--- config.mk ---
export PLATFORM = sky130hd
export DESIGN_NAME = io_uart_tx
export DESIGN_NICKNAME = d
export VERILOG_FILES = /design/src/rtl/io_uart_tx_pkg.sv /design/src/rtl/sync_fifo.sv /design/src/rtl/io_uart_tx.sv
export SDC_FILE = /design/constraint.sdc
export NUM_CORES = 1
export LEC_CHECK = 0
export ABC_AREA = 1
export BUFFER_PORTS_ARGS = -buffer_cell sky130_fd_sc_hd__buf_2
export CELL_PAD_IN_SITES_DETAIL_PLACEMENT = 0
export CELL_PAD_IN_SITES_GLOBAL_PLACEMENT = 1
export CORE_MARGIN = 2
export CORE_UTILIZATION = 35
export DETAILED_ROUTE_END_ITERATION = 12
export PLACE_DENSITY = 0.68
export SETUP_SLACK_MARGIN = 0.02
export SLEW_MARGIN = 15
export SYNTH_ARGS = -nofsm -noshare
export SYNTH_HDL_FRONTEND = slang
export SYNTH_SLANG_ARGS = --single-unit
--- constraint.sdc ---
create_clock -name clk -period 7.88 [get_ports clk]
set_clock_uncertainty 0.2 [all_clocks]
set_input_delay 0.788 -clock clk [delete_from_list [all_inputs] [get_ports clk]]
set_output_delay 0.788 -clock clk [all_outputs]
set_load 0.01 [all_outputs]
--- src/rtl/io_uart_tx_pkg.sv ---
// Register map, status layout and FSM encoding shared by the UART transmitter files.
// Pure declarations: no logic, no latency, no flow control.
package io_uart_tx_pkg;

  localparam logic [31:0] UART_BASE_ADDR  = 32'hC000_0000;

  localparam logic [3:0]  UART_TXDATA_OFS = 4'h0;
  localparam logic [3:0]  UART_STATUS_OFS = 4'h4;
  localparam logic [3:0]  UART_BAUD_OFS   = 4'h8;

  localparam logic [1:0]  REG_TXDATA = UART_TXDATA_OFS[3:2];
  localparam logic [1:0]  REG_STATUS = UART_STATUS_OFS[3:2];
  localparam logic [1:0]  REG_BAUD   = UART_BAUD_OFS[3:2];

  localparam int STAT_BUSY_BIT  = 0;
  localparam int STAT_FULL_BIT  = 1;
  localparam int STAT_EMPTY_BIT = 2;
  localparam int STAT_OVF_BIT   = 3;
  localparam int STAT_CNT_LSB   = 4;

  localparam logic [1:0] IDLE  = 2'd0;
  localparam logic [1:0] START = 2'd1;
  localparam logic [1:0] DATA  = 2'd2;
  localparam logic [1:0] STOP  = 2'd3;

  localparam logic [15:0] MIN_DIV = 16'd2;

  typedef struct packed {
    logic [3:0] count;
    logic       overflow;
    logic       empty;
    logic       full;
    logic       busy;
  } status_t;

  function automatic logic [3:0] sat_count(input logic [31:0] n);
    return (n > 32'd15) ? 4'hF : n[3:0];
  endfunction

endpackage

--- src/rtl/sync_fifo.sv ---
// Generic synchronous FIFO, show-ahead read; push/pop take effect at the clock edge.
// Pop when empty is ignored; push when full is ignored unless a pop frees the slot in the same cycle.
module sync_fifo #(
  parameter int Width = 8,
  parameter int Depth = 8
) (
  input  logic                     clk,
  input  logic                     rst,
  input  logic                     push,
  input  logic                     pop,
  input  logic [Width-1:0]         wdata,
  output logic [Width-1:0]         rdata,
  output logic                     full,
  output logic                     empty,
  output logic [$clog2(Depth):0]   count
);

  localparam int AW = $clog2(Depth);
  localparam logic [AW:0] PtrOne = 1;

  logic [Width-1:0] mem_q [Depth];
  logic [AW:0]      wr_q, wr_d;
  logic [AW:0]      rd_q, rd_d;
  logic             do_push, do_pop;

  // Pointers carry an extra wrap bit so full and empty are distinguishable.
  assign empty   = (wr_q == rd_q);
  assign full    = (wr_q[AW] != rd_q[AW]) && (wr_q[AW-1:0] == rd_q[AW-1:0]);
  assign count   = wr_q - rd_q;
  assign rdata   = mem_q[rd_q[AW-1:0]];

  assign do_pop  = pop && !empty;
  assign do_push = push && (!full || do_pop);
  assign wr_d    = do_push ? wr_q + PtrOne : wr_q;
  assign rd_d    = do_pop  ? rd_q + PtrOne : rd_q;

  always_ff @(posedge clk) begin
    if (!rst) begin
      wr_q <= '0;
      rd_q <= '0;
    end else begin
      wr_q <= wr_d;
      rd_q <= rd_d;
    end
  end

  always_ff @(posedge clk) begin
    if (do_push) begin
      mem_q[wr_q[AW-1:0]] <= wdata;
    end
  end

endmodule

--- src/rtl/io_uart_tx.sv ---
// Memory-mapped 8N1 UART transmitter: TX FIFO, STATUS, BAUD_DIV; reads return one cycle after the address.
// Never stalls the bus: a TXDATA write into a full FIFO is dropped and raises sticky overflow.
module io_uart_tx
  import io_uart_tx_pkg::*;
#(
  parameter logic [31:0] BaseAddr   = UART_BASE_ADDR,
  parameter int          FifoDepth  = 8,
  parameter logic [15:0] DefaultDiv = 16'd868
) (
  input  logic        clk,
  input  logic        rst,
  input  logic [31:0] bus_addr,
  input  logic [31:0] bus_wdata,
  input  logic        bus_we,
  output logic [31:0] bus_rdata,
  output logic        uart_tx
);

  localparam int CntW = $clog2(FifoDepth) + 1;

  logic            sel;
  logic [1:0]      idx;
  logic            wr_txdata, wr_status, wr_baud;
  logic            fifo_push, fifo_pop, fifo_full, fifo_empty, drop;
  logic [7:0]      fifo_rdata;
  logic [CntW-1:0] fifo_count;
  status_t         status;

  logic [1:0]  state_q, state_d;
  logic [7:0]  shreg_q, shreg_d;
  logic [2:0]  bit_idx_q, bit_idx_d;
  logic [15:0] cnt_q, cnt_d;
  logic [15:0] div_q, div_d;
  logic [15:0] baud_q, baud_d;
  logic        ovf_q, ovf_d;
  logic        tx_q, tx_d;
  logic [31:0] rdata_q, rdata_d;
  logic        tick;
  logic        unused_bits;

  assign unused_bits = ^{bus_addr[1:0], bus_wdata[31:16]};

  assign sel       = (bus_addr[31:4] == BaseAddr[31:4]);
  assign idx       = bus_addr[3:2];
  assign wr_txdata = sel && bus_we && (idx == REG_TXDATA);
  assign wr_status = sel && bus_we && (idx == REG_STATUS);
  assign wr_baud   = sel && bus_we && (idx == REG_BAUD);

  // The FSM only pops while idle; a same-cycle pop makes room for a push into a full FIFO.
  assign fifo_pop  = (state_q == IDLE) && !fifo_empty;
  assign fifo_push = wr_txdata && (!fifo_full || fifo_pop);
  assign drop      = wr_txdata && fifo_full && !fifo_pop;

  sync_fifo #(
    .Width (8),
    .Depth (FifoDepth)
  ) u_fifo (
    .clk   (clk),
    .rst   (rst),
    .push  (fifo_push),
    .pop   (fifo_pop),
    .wdata (bus_wdata[7:0]),
    .rdata (fifo_rdata),
    .full  (fifo_full),
    .empty (fifo_empty),
    .count (fifo_count)
  );

  always_comb begin
    ovf_d = ovf_q;
    if (wr_status && bus_wdata[STAT_OVF_BIT]) ovf_d = 1'b0;
    if (drop)                                 ovf_d = 1'b1;
  end

  always_comb begin
    baud_d = baud_q;
    if (wr_baud) baud_d = (bus_wdata[15:0] < MIN_DIV) ? MIN_DIV : bus_wdata[15:0];
  end

  always_comb begin
    status          = '0;
    status.busy     = (state_q != IDLE);
    status.full     = fifo_full;
    status.empty    = fifo_empty;
    status.overflow = ovf_q;
    status.count    = sat_count(32'(fifo_count));
  end

  always_comb begin
    rdata_d = 32'h0;
    if (sel) begin
      case (idx)
        REG_STATUS: rdata_d = {24'h0, status};
        REG_BAUD:   rdata_d = {16'h0, baud_q};
        default:    rdata_d = 32'h0;
      endcase
    end
  end

  assign tick = (cnt_q == div_q - 16'd1);

  // tx_q follows the current state, so the line lags the FSM by one cycle.
  always_comb begin
    state_d   = state_q;
    shreg_d   = shreg_q;
    bit_idx_d = bit_idx_q;
    div_d     = div_q;
    cnt_d     = tick ? 16'd0 : cnt_q + 16'd1;
    tx_d      = 1'b1;
    case (state_q)
      IDLE: begin
        cnt_d = 16'd0;
        if (!fifo_empty) begin
          state_d   = START;
          shreg_d   = fifo_rdata;
          div_d     = baud_q;
          bit_idx_d = 3'd0;
        end
      end
      START: begin
        tx_d = 1'b0;
        if (tick) begin
          state_d   = DATA;
          bit_idx_d = 3'd0;
        end
      end
      DATA: begin
        tx_d = shreg_q[0];
        if (tick) begin
          shreg_d = {1'b0, shreg_q[7:1]};
          if (bit_idx_q == 3'd7) state_d = STOP;
          else                   bit_idx_d = bit_idx_q + 3'd1;
        end
      end
      default: begin
        tx_d = 1'b1;
        if (tick) state_d = IDLE;
      end
    endcase
  end

  always_ff @(posedge clk) begin
    if (!rst) begin
      state_q   <= IDLE;
      shreg_q   <= 8'h0;
      bit_idx_q <= 3'd0;
      cnt_q     <= 16'd0;
      div_q     <= DefaultDiv;
      baud_q    <= DefaultDiv;
      ovf_q     <= 1'b0;
      tx_q      <= 1'b1;
      rdata_q   <= 32'h0;
    end else begin
      state_q   <= state_d;
      shreg_q   <= shreg_d;
      bit_idx_q <= bit_idx_d;
      cnt_q     <= cnt_d;
      div_q     <= div_d;
      baud_q    <= baud_d;
      ovf_q     <= ovf_d;
      tx_q      <= tx_d;
      rdata_q   <= rdata_d;
    end
  end

  assign bus_rdata = rdata_q;
  assign uart_tx   = tx_q;

endmodule

==> flow_summary.json, run 1 <==
{
  "status": "finished clean",
  "finalWeightedCongestion": 0.7599,
  "io_pins": 100,
  "ys_types": 49,
  "drc": 0,
  "drive_gt1_share_pct": 15.50,
  "rsz0062_at_grt": "no",
  "dieWidth_um": 147.3,
  "placeableCoreArea_um2": 20170,
  "setup_violations": 0,
  "synthFlopType": "dfxtp_1",
  "cts_tree": "yes",
  "worst-path-max-fanout": 8,
  "synth_area_um2": 7188,
  "drv_cap": 0,
  "clkTransAtPathRegs_ps": 60,
  "leakage_nw": 3.322,
  "worstMarginPinSlew_ps": 922.6,
  "grt_start_max_net_pins": 46,
  "postCtsSetupBuffers": 0,
  "synth-edff-count": 64,
  "grt_pass1_wl_um": 27840,
  "via_count": 5560,
  "cts-htree-levels": 4,
  "r2r_start": "u_fifo.wr_q[2]",
  "min_path_cells": 2,
  "gr-total-overflow": 0,
  "die_y_um": 147.3,
  "period_needed_ps": 3124,
  "vias_per_cell": 4.688,
  "initial_core_util_pct": 35.64,
  "grt_pass1_vias": 5448,
  "cts_hold_buf": 0,
  "slew_headroom_pct": 38.42,
  "first_pass_iters": 5,
  "ir_worst_vdd_mv": 0.1666,
  "synth_seq_area_share_pct": 51.80,
  "antenna_found_initial": 0,
  "multi_input_area_um2": 2992,
  "hold_path_end": "shreg_q[6]",
  "critPathTopFamily": "simple AND/OR/NAND/NOR gates",
  "cp_slowest_cell": "nor2_1",
  "synthCells": 840,
  "min_period_over_period_pct": 39.65,
  "row_count": 52,
  "cpPeakStageDelay_ps": 750,
  "routed_wirelength_um": 16940,
  "cts.sinks": 154,
  "cts_buffers": 17,
  "ctsResizeCount": 0,
  "ctsRootBufferMaster": "clkbuf_16",
  "clk_latency_ps": 420,
  "hold_viol_final": 0,
  "reg2reg_depth": 8,
  "gr-usage-all-layers_pct": 16.50,
  "syn_area_per_cell_um2": 8.557,
  "hp-class": "reg -> reg",
  "fillCellCount": 2094,
  "crit_path_start_kind": "input port",
  "stdcell_count": 1186,
  "hold_start": "shreg_q[6]",
  "fmax_mhz": 320.1,
  "dieArea_um2": 21700,
  "register_area_um2": 3724,
  "crit_chain": "buf_2 -> nor4_1 -> nand3b_1 -> nor2_1 -> nand2_1 -> nor3_2 -> nand2_1 -> nor2_1",
  "powerDensity_nw_per_um2": 274.6,
  "cp-end-kind": "register",
  "yosysWarnings": 0,
  "ant_nets": 0,
  "worstPathArrival_ps": 2960,
  "cts_max_path_buffers": 2,
  "crit_type": "in -> reg",
  "diodes": 0,
  "synth-async-reset-ratio_pct": 0,
  "dp_hpwl_um": 11780,
  "drt-initial-drc-count": 378,
  "final_max_slew_viol_count": 0,
  "tns_ps": 0,
  "cp_num_buf_inv": 1,
  "reg2reg_to": "u_fifo.mem_q[6][1]",
  "crit_required_ps": 7720,
  "fin_nets": 987,
  "dpl.cell_count": 1154,
  "ys_seq_elements": 154,
  "area_delta_synth_final_pct": 14.97,
  "r2r_slack_ps": 4830,
  "wl_per_cell_um": 14.28,
  "portBuffers": 65
}
## routing by layer
layer | vias to the layer above | wire, um | track usage (%)
met5 | - | 0 | 0
met4 | 0 | 251 | 5.529
met3 | 12 | 744 | 4.193
met2 | 117 | 7875 | 26.94
met1 | 2530 | 8066 | 21.42
li1 | 2901 | - | -
## worst register-to-register path: stages, from the launching register on
cell,delay [ps]
dfxtp_1,550
ha_1,340
inv_1,60
nor3_1,60
nand2_1,60
nor2_1,70
nor3_2,320
nand2_1,240
nor2_1,750
## power breakdown
group | internal, mW | switching [mW] | total (mW)
Clock | 0.411 | 0.346 | 0.757
Sequential | 0.878 | 0.0509 | 0.929
Combinational | 0.199 | 0.385 | 0.583
Total | 1.49 | 0.782 | 2.27
## final cells by class
type | count | share of cell area (%)
Timing Repair Buffer | 71 | 4.481
Tap cell | 270 | 4.088
Clock buffer | 19 | 5.238
Multi-Input combinational cell | 579 | 36.20
Inverter | 80 | 3.634
Clock inverter | 13 | 1.302
Sequential cell | 154 | 45.06
## worst max-delay path by stage
stage,from,endpoint,slack (ps),cells after the start
2_1_floorplan,bus_addr[13],u_fifo.mem_q[0][0],4840,7
3_3_place_gp,bus_addr[21],u_fifo.mem_q[7][6],4280,8
3_5_place_dp,bus_addr[21],u_fifo.mem_q[6][6],4270,8
4_1_cts,bus_addr[21],u_fifo.mem_q[6][1],4720,8
5_1_grt,bus_addr[5],u_fifo.mem_q[6][1],4450,8
6_report,bus_addr[21],u_fifo.mem_q[6][1],4760,8
## state kept, by name (all words and copies together), names as in the netlist, named ones only
register	cells
bit_idx_q	3
div_q	16
uart_tx	1
shreg_q	8
bus_rdata	16
cnt_q	16
baud_q	16
state_q	2
u_fifo.mem_q	64
u_fifo.wr_q	4
u_fifo.rd_q	4
ovf_q	1
## cell usage after synthesis, types with 2 or more instances
master    number  area (um2)
o22ai_1        7       43.79
nor2_1       103       386.6
edfxtp_1      64        1922
a22oi_1        2       15.01
o211ai_1       5       37.54
buf_4         16       120.1
nand2_2        5       31.28
nor3_1        23       115.1
dfxtp_1       90        1802
nand2_1      170       638.1
nand4_1        3       18.77
or2_2          4       25.02
nor2_2        11       68.82
xnor2_1        7       61.31
nand3b_1       5       37.54
clkbuf_1      20       75.07
xor2_1        11       96.34
ha_1          16       200.2
o221ai_1       9       78.83
buf_2          3       15.01
a21oi_2        5       43.79
a21oi_1       43       215.2
nor2_4         4       45.04
nor4_1         9       56.30
o21ai_0       62       310.3
inv_1         76       285.3
nand3_1       35       175.2
clkinv_1       2       7.510
nand3_4        2       35.03
buf_1          2       7.510
o21ai_1        7       35.03
inv_2          2       7.510
## cell families after synthesis
| logic type | synth area share (%) |
|---|---|
| other | 0.05217 |
| AOI/OAI and AO/OA | 12.08 |
| and+or+nand+nor | 23.45 |
| xor gates and xnor gates | 2.193 |
| buffers and inverters | 7.363 |
| DFF | 51.80 |
| adders and majority gates | 3.064 |
## through the flow
stage               cell area (um2)  setup WS (ps)  util (%)  hold slack [ps]  total power, mW
floorplan                      7244           4840         -            228.4            1.395
global placement               7724           4277     38.29            245.7            1.534
detailed placement             7724           4273     38.29            255.1            1.535
CTS                            8264           4721     40.97            272.2            2.299
global route                   8264           4454     40.97            292.1            2.430
finish                         8264           4756     40.97            264.3            2.270
## cells in the final DEF (no fill, tap or decap), drive strengths merged, types with 2 or more instances in the layout
| master | n |
|---|---|
| a21oi | 48 |
| nor2 | 118 |
| o22ai | 7 |
| edfxtp | 64 |
| clkinv | 5 |
| o221ai | 9 |
| o21bai | 2 |
| clkbuf | 19 |
| dfxtp | 90 |
| xor2 | 11 |
| nor4 | 10 |
| ha | 16 |
| conb | 16 |
| a22oi | 2 |
| inv | 85 |
| nand2 | 175 |
| nand3b | 5 |
| buf | 71 |
| clkinvlp | 3 |
| or2 | 5 |
| nor3 | 24 |
| nand3 | 38 |
| xnor2 | 7 |
| o21ai | 71 |
| nand4 | 3 |
| o211ai | 6 |
Note: power is estimated with default switching activity, not from simulation.
==> inputs of run 2 (changes only) <==
--- a/config.mk
+++ b/config.mk
@@ -5,7 +5,7 @@
 export SDC_FILE = /design/constraint.sdc
 export NUM_CORES = 1
 export LEC_CHECK = 0
-export ABC_AREA = 1
+export ABC_AREA = 0
 export BUFFER_PORTS_ARGS = -buffer_cell sky130_fd_sc_hd__buf_2
 export CELL_PAD_IN_SITES_DETAIL_PLACEMENT = 0
 export CELL_PAD_IN_SITES_GLOBAL_PLACEMENT = 1
==> constraint.sdc (replaced) <==
create_clock -name clk -period 2.7 [get_ports clk]
set_clock_uncertainty 0.2 [all_clocks]
set_input_delay 0.27 -clock clk [delete_from_list [all_inputs] [get_ports clk]]
set_output_delay 0.27 -clock clk [all_outputs]
set_load 0.01 [all_outputs]
==> run 2 against run 1 <==
Compared with the run above: the run now ends with negative setup slack left; setup slack worse by 5100 ps; highest routed layer unchanged; count of clock-buffer cells in the layout down 2; global-route usage up 1.0 points; clock power rose to 3.2 times the previous value; area after synthesis up 0.26%; flip-flop and latch count unchanged; hold slack worse by 220 ps; synthesized cell count down 20%; power rose to 2.7 times the previous value; combinational power up 94%; via count down 0.47%; die area up 0.25%.
==> flow_summary.json, run 2 <==
{
  "status": "finished, violations left",
  "violations": "negative setup slack",
  "cp-end-kind": "register",
  "final_area_um2": 9195,
  "synthTopCellsByArea": "edfxtp_1, dfxtp_1, mux4_2",
  "cpPeakStageDelay_ps": 560,
  "syn_area_per_cell_um2": 10.66,
  "totalPowerFinal_mw": 6.173,
  "p_int_mw": 4.304,
  "grt_pass1_wl_um": 29190,
  "drv_cap": 0,
  "cp_slowest_cell": "or4_4",
  "area_delta_synth_final_pct": 27.59,
  "synth_seq_area_share_pct": 51.67,
  "min_period_over_period_pct": 112.0,
  "rsz0062_at_grt": "yes",
  "dr_wl_met2_um": 8533,
  "synth_area_um2": 7207,
  "hp-class": "in -> reg",
  "dieArea_um2": 21750,
  "placeableCoreArea_um2": 20230,
  "period_needed_ps": 3023,
  "timing.hold.ws_ps": 42.68,
  "synth_common_cells": "dfxtp_1, nand2_1, edfxtp_1",
  "crit_chain": "or4_4 -> o31ai_4 -> nand4_1 -> a2111o_1 -> or2_4 -> o41a_1 -> a211oi_4 -> mux2i_1",
  "ys_types": 68,
  "place_ws_ps": -492.1,
  "clk_latency_ps": 440,
  "pwr-share-comb_pct": 18.2,
  "row_count": 52,
  "antenna_found_initial": 0,
  "io_pins": 100,
  "routed_wirelength_um": 18430,
  "hold_viol_final": 0,
  "grt_start_max_net_pins": 29,
  "register_area_um2": 3734,
  "via_count": 5534,
  "wl_per_cell_um": 16.77,
  "drc": 0,
  "leakage_nw": 3.463,
  "clkTransAtPathRegs_ps": 80,
  "gr-total-overflow": 0,
  "worst_slack_ps": -323.3,
  "die_y_um": 147.5,
  "r2r_slack_ps": -320,
  "fin_nets": 900,
  "fillCellCount": 1898,
  "slew_headroom_pct": 62.03,
  "ant_nets": 0,
  "synth-async-reset-ratio_pct": 0,
  "gr-usage-all-layers_pct": 17.50,
  "placed_area_um2": 8224,
  "route.met3.wl_um": 1120,
  "initial_core_util_pct": 35.62,
  "cts_tree": "yes",
  "crit_required_ps": 2860,
  "powerDensity_nw_per_um2": 671.4,
  "grt_pass1_vias": 5499,
  "netlist.area_leader.share_pct": 26.67,
  "cts_buffers": 17,
  "wirelength_met1_um": 8338,
  "vias_per_cell": 5.035,
  "finalWeightedCongestion": 0.8635,
  "layout_commonest_cell": "nand2_1",
  "setup_violations": 29,
  "ir_worst_vdd_mv": 0.4658,
  "critPathTopFamily": "compound AO/OA/AOI/OAI gates",
  "portBuffers": 65,
  "cts_max_path_buffers": 2,
  "cts.sinks": 154,
  "multi_input_area_um2": 3352,
  "layout_common_cells": "nand2_1, dfxtp_1, buf_4, buf_2, edfxtp_1",
  "worst-path-max-fanout": 3,
  "ys_seq_elements": 154,
  "synth_top_cell_by_area": "edfxtp_1",
  "synth_most_common_cell": "dfxtp_1",
  "p_sw_share_pct": 30.28,
  "clkPwrFrac_pct": 39.5,
  "dieWidth_um": 147.5,
  "cp_num_buf_inv": 0,
  "yosysWarnings": 0,
  "drt-initial-drc-count": 337,
  "final_util_pct": 45.44,
  "worstMarginPinSlew_ps": 568.1,
  "synth-edff-count": 64,
  "ctsRootBufferMaster": "clkbuf_16",
  "synthFlopType": "dfxtp_1",
  "p_sw_mw": 1.869,
  "worstPathArrival_ps": 3180,
  "first_pass_iters": 5,
  "drive_gt1_share_pct": 26.90,
  "dp_hpwl_um": 13500,
  "synthCells": 676,
  "largest_reg_flops": 64,
  "topRoutingLayerUsed": "met4",
  "sequentialPowerShare_pct": 42.3,
  "fmax_mhz": 330.8,
  "diodes": 0,
  "cts-htree-levels": 4,
  "crit_type": "reg -> reg",
  "crit_path_start_kind": "register",
  "final_max_slew_viol_count": 0
}
[run 2: routing by layer]
metal  global-route usage, %  vias to the layer above
met3                   4.228                       30
met1                   23.03                     2672
met2                   27.99                      158
met5                       0                        -
li1                        -                     2674
met4                   6.827                        0
[run 2: cell families (layout without fill, tap and decap cells)]
kind of cell             count (synthesis)  count (layout)  share of synthesized area (%)
buffers and inverters                   71             208                          4.688
AO/OA/AOI/OAI                           78              78                          8.073
AND/OR/NAND/NOR                        280             281                          19.97
flip-flops                             154             154                          51.67
multiplexers                            35              35                          7.639
adder cells (fa/ha/maj)                 17              17                          3.056
XOR/XNOR                                40              40                          4.861
other                                    1              16                        0.05203
[run 2: worst paths after layout]
path / start / endpoint / depth (start not counted)
min reg2reg: div_q[0] / div_q[0] / 2
min: bus_wdata[7] / u_fifo.mem_q[2][7] / 2
max: div_q[7] / state_q[1] / 8
max reg2reg: div_q[7] / state_q[1] / 8
[run 2: repair_timing]
action,4_1_cts,5_1_grt
hold endpoints to repair,63,0
hold buffers,18,0
endpoints found under the setup margin,29,30
buffers inserted,4,0
pin swaps,12,2
cloned,1,0
resized for setup,14,9
[run 2: cell type report]
type | instances | area share (%)
sequential | 154 | 40.60
multi-input combinational | 467 | 36.45
timing repair buffer | 155 | 11.59
clock buffer | 17 | 4.626
tap | 270 | 3.674
clock inverter | 15 | 2.191
inverter | 21 | 0.8573
[run 2: through the flow]
| step | instances | setup TNS, ps |
|---|---|---|
| 2_1_floorplan | 691 | -3568 |
| 3_3_place_gp | 1044 | -9895 |
| 3_5_place_dp | 1044 | -11590 |
| 4_1_cts | 1099 | -9639 |
| 5_1_grt | 1099 | -11250 |
| 6_report | 1099 | -7755 |
[run 2: worst register-to-register path: stages (launching register included)]
cell and delay, ps:
dfxtp_2 340, or4_4 560, o31ai_4 220, nand4_1 170, a2111o_1 430, or2_4 260, o41a_1 350, a211oi_4 210
mux2i_1 210
[run 2: power groups by stage]
stage	clock (mW)	combinational, mW	sequential, mW
3_5_place_dp	0	1.04	2.66
5_1_grt	2.59	1.24	2.62
3_3_place_gp	0	1.02	2.65
2_1_floorplan	0	0.724	2.64
6_report	2.44	1.13	2.61
4_1_cts	2.50	1.12	2.61
==> inputs of run 3 (changes only) <==
--- a/config.mk
+++ b/config.mk
@@ -5,14 +5,14 @@
 export SDC_FILE = /design/constraint.sdc
 export NUM_CORES = 1
 export LEC_CHECK = 0
-export ABC_AREA = 0
+export ABC_AREA = 1
 export BUFFER_PORTS_ARGS = -buffer_cell sky130_fd_sc_hd__buf_2
 export CELL_PAD_IN_SITES_DETAIL_PLACEMENT = 0
 export CELL_PAD_IN_SITES_GLOBAL_PLACEMENT = 1
 export CORE_MARGIN = 2
 export CORE_UTILIZATION = 35
 export DETAILED_ROUTE_END_ITERATION = 12
-export PLACE_DENSITY = 0.68
+export PLACE_DENSITY = 0.7
 export SETUP_SLACK_MARGIN = 0.02
 export SLEW_MARGIN = 15
 export SYNTH_ARGS = -nofsm -noshare
==> run 3 against run 2 <==
Compared with the run above: the flow now finishes without violations; flip-flop and latch count unchanged; setup slack improved by 580 ps; first-iteration DRC count decreased by 14%; largest power group unchanged; register-to-register slack improved by 580 ps; hold slack got worse by 16 ps; utilization decreased by 2.6 points; critical endpoint is now u_fifo.mem_q[3][7]; die area decreased by 0.25%; critical path type unchanged; sequential share of layout area increased by 2.5 points; critical path depth increased by 3; count of clock-buffer cells in the layout unchanged.
==> flow_summary.json, run 3 (synthesized netlist as in run 1, its figures left out) <==
{
  "worstMarginPinSlew_ps": 577.1,
  "slew_headroom_pct": 61.49,
  "io_pins": 100,
  "ir_worst_vdd_mv": 0.4387,
  "cp-end-kind": "register",
  "hp-class": "in -> reg",
  "routed_wirelength_um": 17020,
  "antenna_found_initial": 0,
  "die_y_um": 147.3,
  "worst-path-max-fanout": 8,
  "row_count": 52,
  "register_area_um2": 3724,
  "powerDensity_nw_per_um2": 795.5,
  "via_count": 5696,
  "min_period_over_period_pct": 90.55,
  "dp_hpwl_um": 12060,
  "dieWidth_um": 147.3,
  "leakage_nw": 3.520,
  "wl_per_cell_um": 13.92,
  "final_max_slew_viol_count": 0,
  "hold_viol_final": 0,
  "vias_per_cell": 4.657,
  "crit_required_ps": 2630,
  "tns_ps": 0,
  "grt_pass1_wl_um": 27920,
  "status": "finished clean",
  "fmax_mhz": 409.0,
  "first_pass_iters": 5,
  "largest_reg_flops": 64,
  "fillCellCount": 2040,
  "ctsRootBufferMaster": "clkbuf_16",
  "cts.sinks": 154,
  "gr-total-overflow": 0,
  "gr-usage-all-layers_pct": 16.38,
  "fin_nets": 1024,
  "drc": 0,
  "cts-htree-levels": 4,
  "layout_common_cells": "nand2_1, nor2_1, dfxtp_1, inv_1, buf_2",
  "multi_input_area_um2": 3002,
  "area_delta_synth_final_pct": 20.31,
  "ant_nets": 0,
  "clkTransAtPathRegs_ps": 70,
  "drive_gt1_share_pct": 18.05,
  "final_util_pct": 42.88,
  "worstPathArrival_ps": 2380,
  "grt_pass1_vias": 5452,
  "crit_path_start_kind": "register",
  "finalWeightedCongestion": 0.7745,
  "drv_cap": 0,
  "drt-initial-drc-count": 289,
  "cts_max_path_buffers": 2,
  "crit_type": "reg -> reg",
  "rsz0062_at_grt": "no",
  "cts_tree": "yes",
  "portBuffers": 65,
  "initial_core_util_pct": 35.64,
  "placeableCoreArea_um2": 20170,
  "setup_violations": 0,
  "grt_start_max_net_pins": 33,
  "dieArea_um2": 21700,
  "cts_buffers": 17,
  "period_needed_ps": 2445,
  "clk_latency_ps": 430,
  "diodes": 0,
  "layout_commonest_cell": "nand2_1"
}
## run 3: changes by cell type in the layout (fill, tap and decap cells not counted), sizes merged, moves of 19 or more
cell   previous run  this run
o21ai            13        71
inv              28        88
buf             137        94
nor2             54       118
mux2i            19         0
a21oi             9        48
nand2            89       175
## run 3: timing repair
action	in CTS	in global routing
hold endpoints to repair	52	0
resized for setup	1	4
setup endpoints to repair	8	28
buffers inserted	0	0
hold buffers	14	0
## run 3: report_power, final
part	total (mW)	switching (mW)	internal (mW)
clock network	2.36	1.12	1.25
registers	2.68	0.121	2.56
logic	1.83	1.17	0.663
## run 3: final cells by class
type	instances	area share [%]
sequential	154	43.06
multi-input combinational	579	34.71
timing repair buffer	108	8.044
clock buffer	17	4.919
tap	270	3.906
inverter	80	3.472
clock inverter	15	1.895
## run 3: worst paths after layout
| check | from | end | slack, ps | depth (start not counted) |
|---|---|---|---|---|
| max | u_fifo.wr_q[0] | u_fifo.mem_q[3][7] | 260 | 11 |
| min | bus_wdata[7] | u_fifo.mem_q[3][7] | 30 | 1 |
| max reg2reg | u_fifo.wr_q[0] | u_fifo.mem_q[3][7] | 260 | 11 |
| min reg2reg | shreg_q[6] | shreg_q[6] | 270 | 2 |
## run 3: critical path, stage by stage, from the launching register on
cell     delay, ps
dfxtp_1        330
inv_1           70
ha_1           260
inv_1           70
nor3_1          70
nand2_1         60
nor2_1          70
nor3_2         270
nand2_1        180
buf_4          170
nor3_1         160
buf_4          240
## run 3: per-stage QoR
step / cell area [um2] / setup WS, ps / hold slack, ps / total power [mW] / cells
final: 8648 / 255.2 / 26.22 / 6.880 / 1223
after global routing: 8648 / 68.81 / 10.52 / 7.362 / 1223
after CTS: 8641 / 24.66 / 0.3587 / 6.955 / 1223
after detailed placement: 7909 / -140.2 / 254.3 / 4.571 / 1177
after global placement: 7909 / -13.48 / 244.5 / 4.555 / 1177
after floorplan: 7244 / 120.2 / 168.9 / 4.071 / 855
## run 3: metal layers
layer  global-route usage, %  share of wire, %  vias to the layer above
li1                        -                 -                     2977
met1                   22.40                49                     2570
met2                   26.33                46                      130
met3                   3.168               4.0                       19
met4                   5.144               1.5                        0
met5                       0                 0                        -
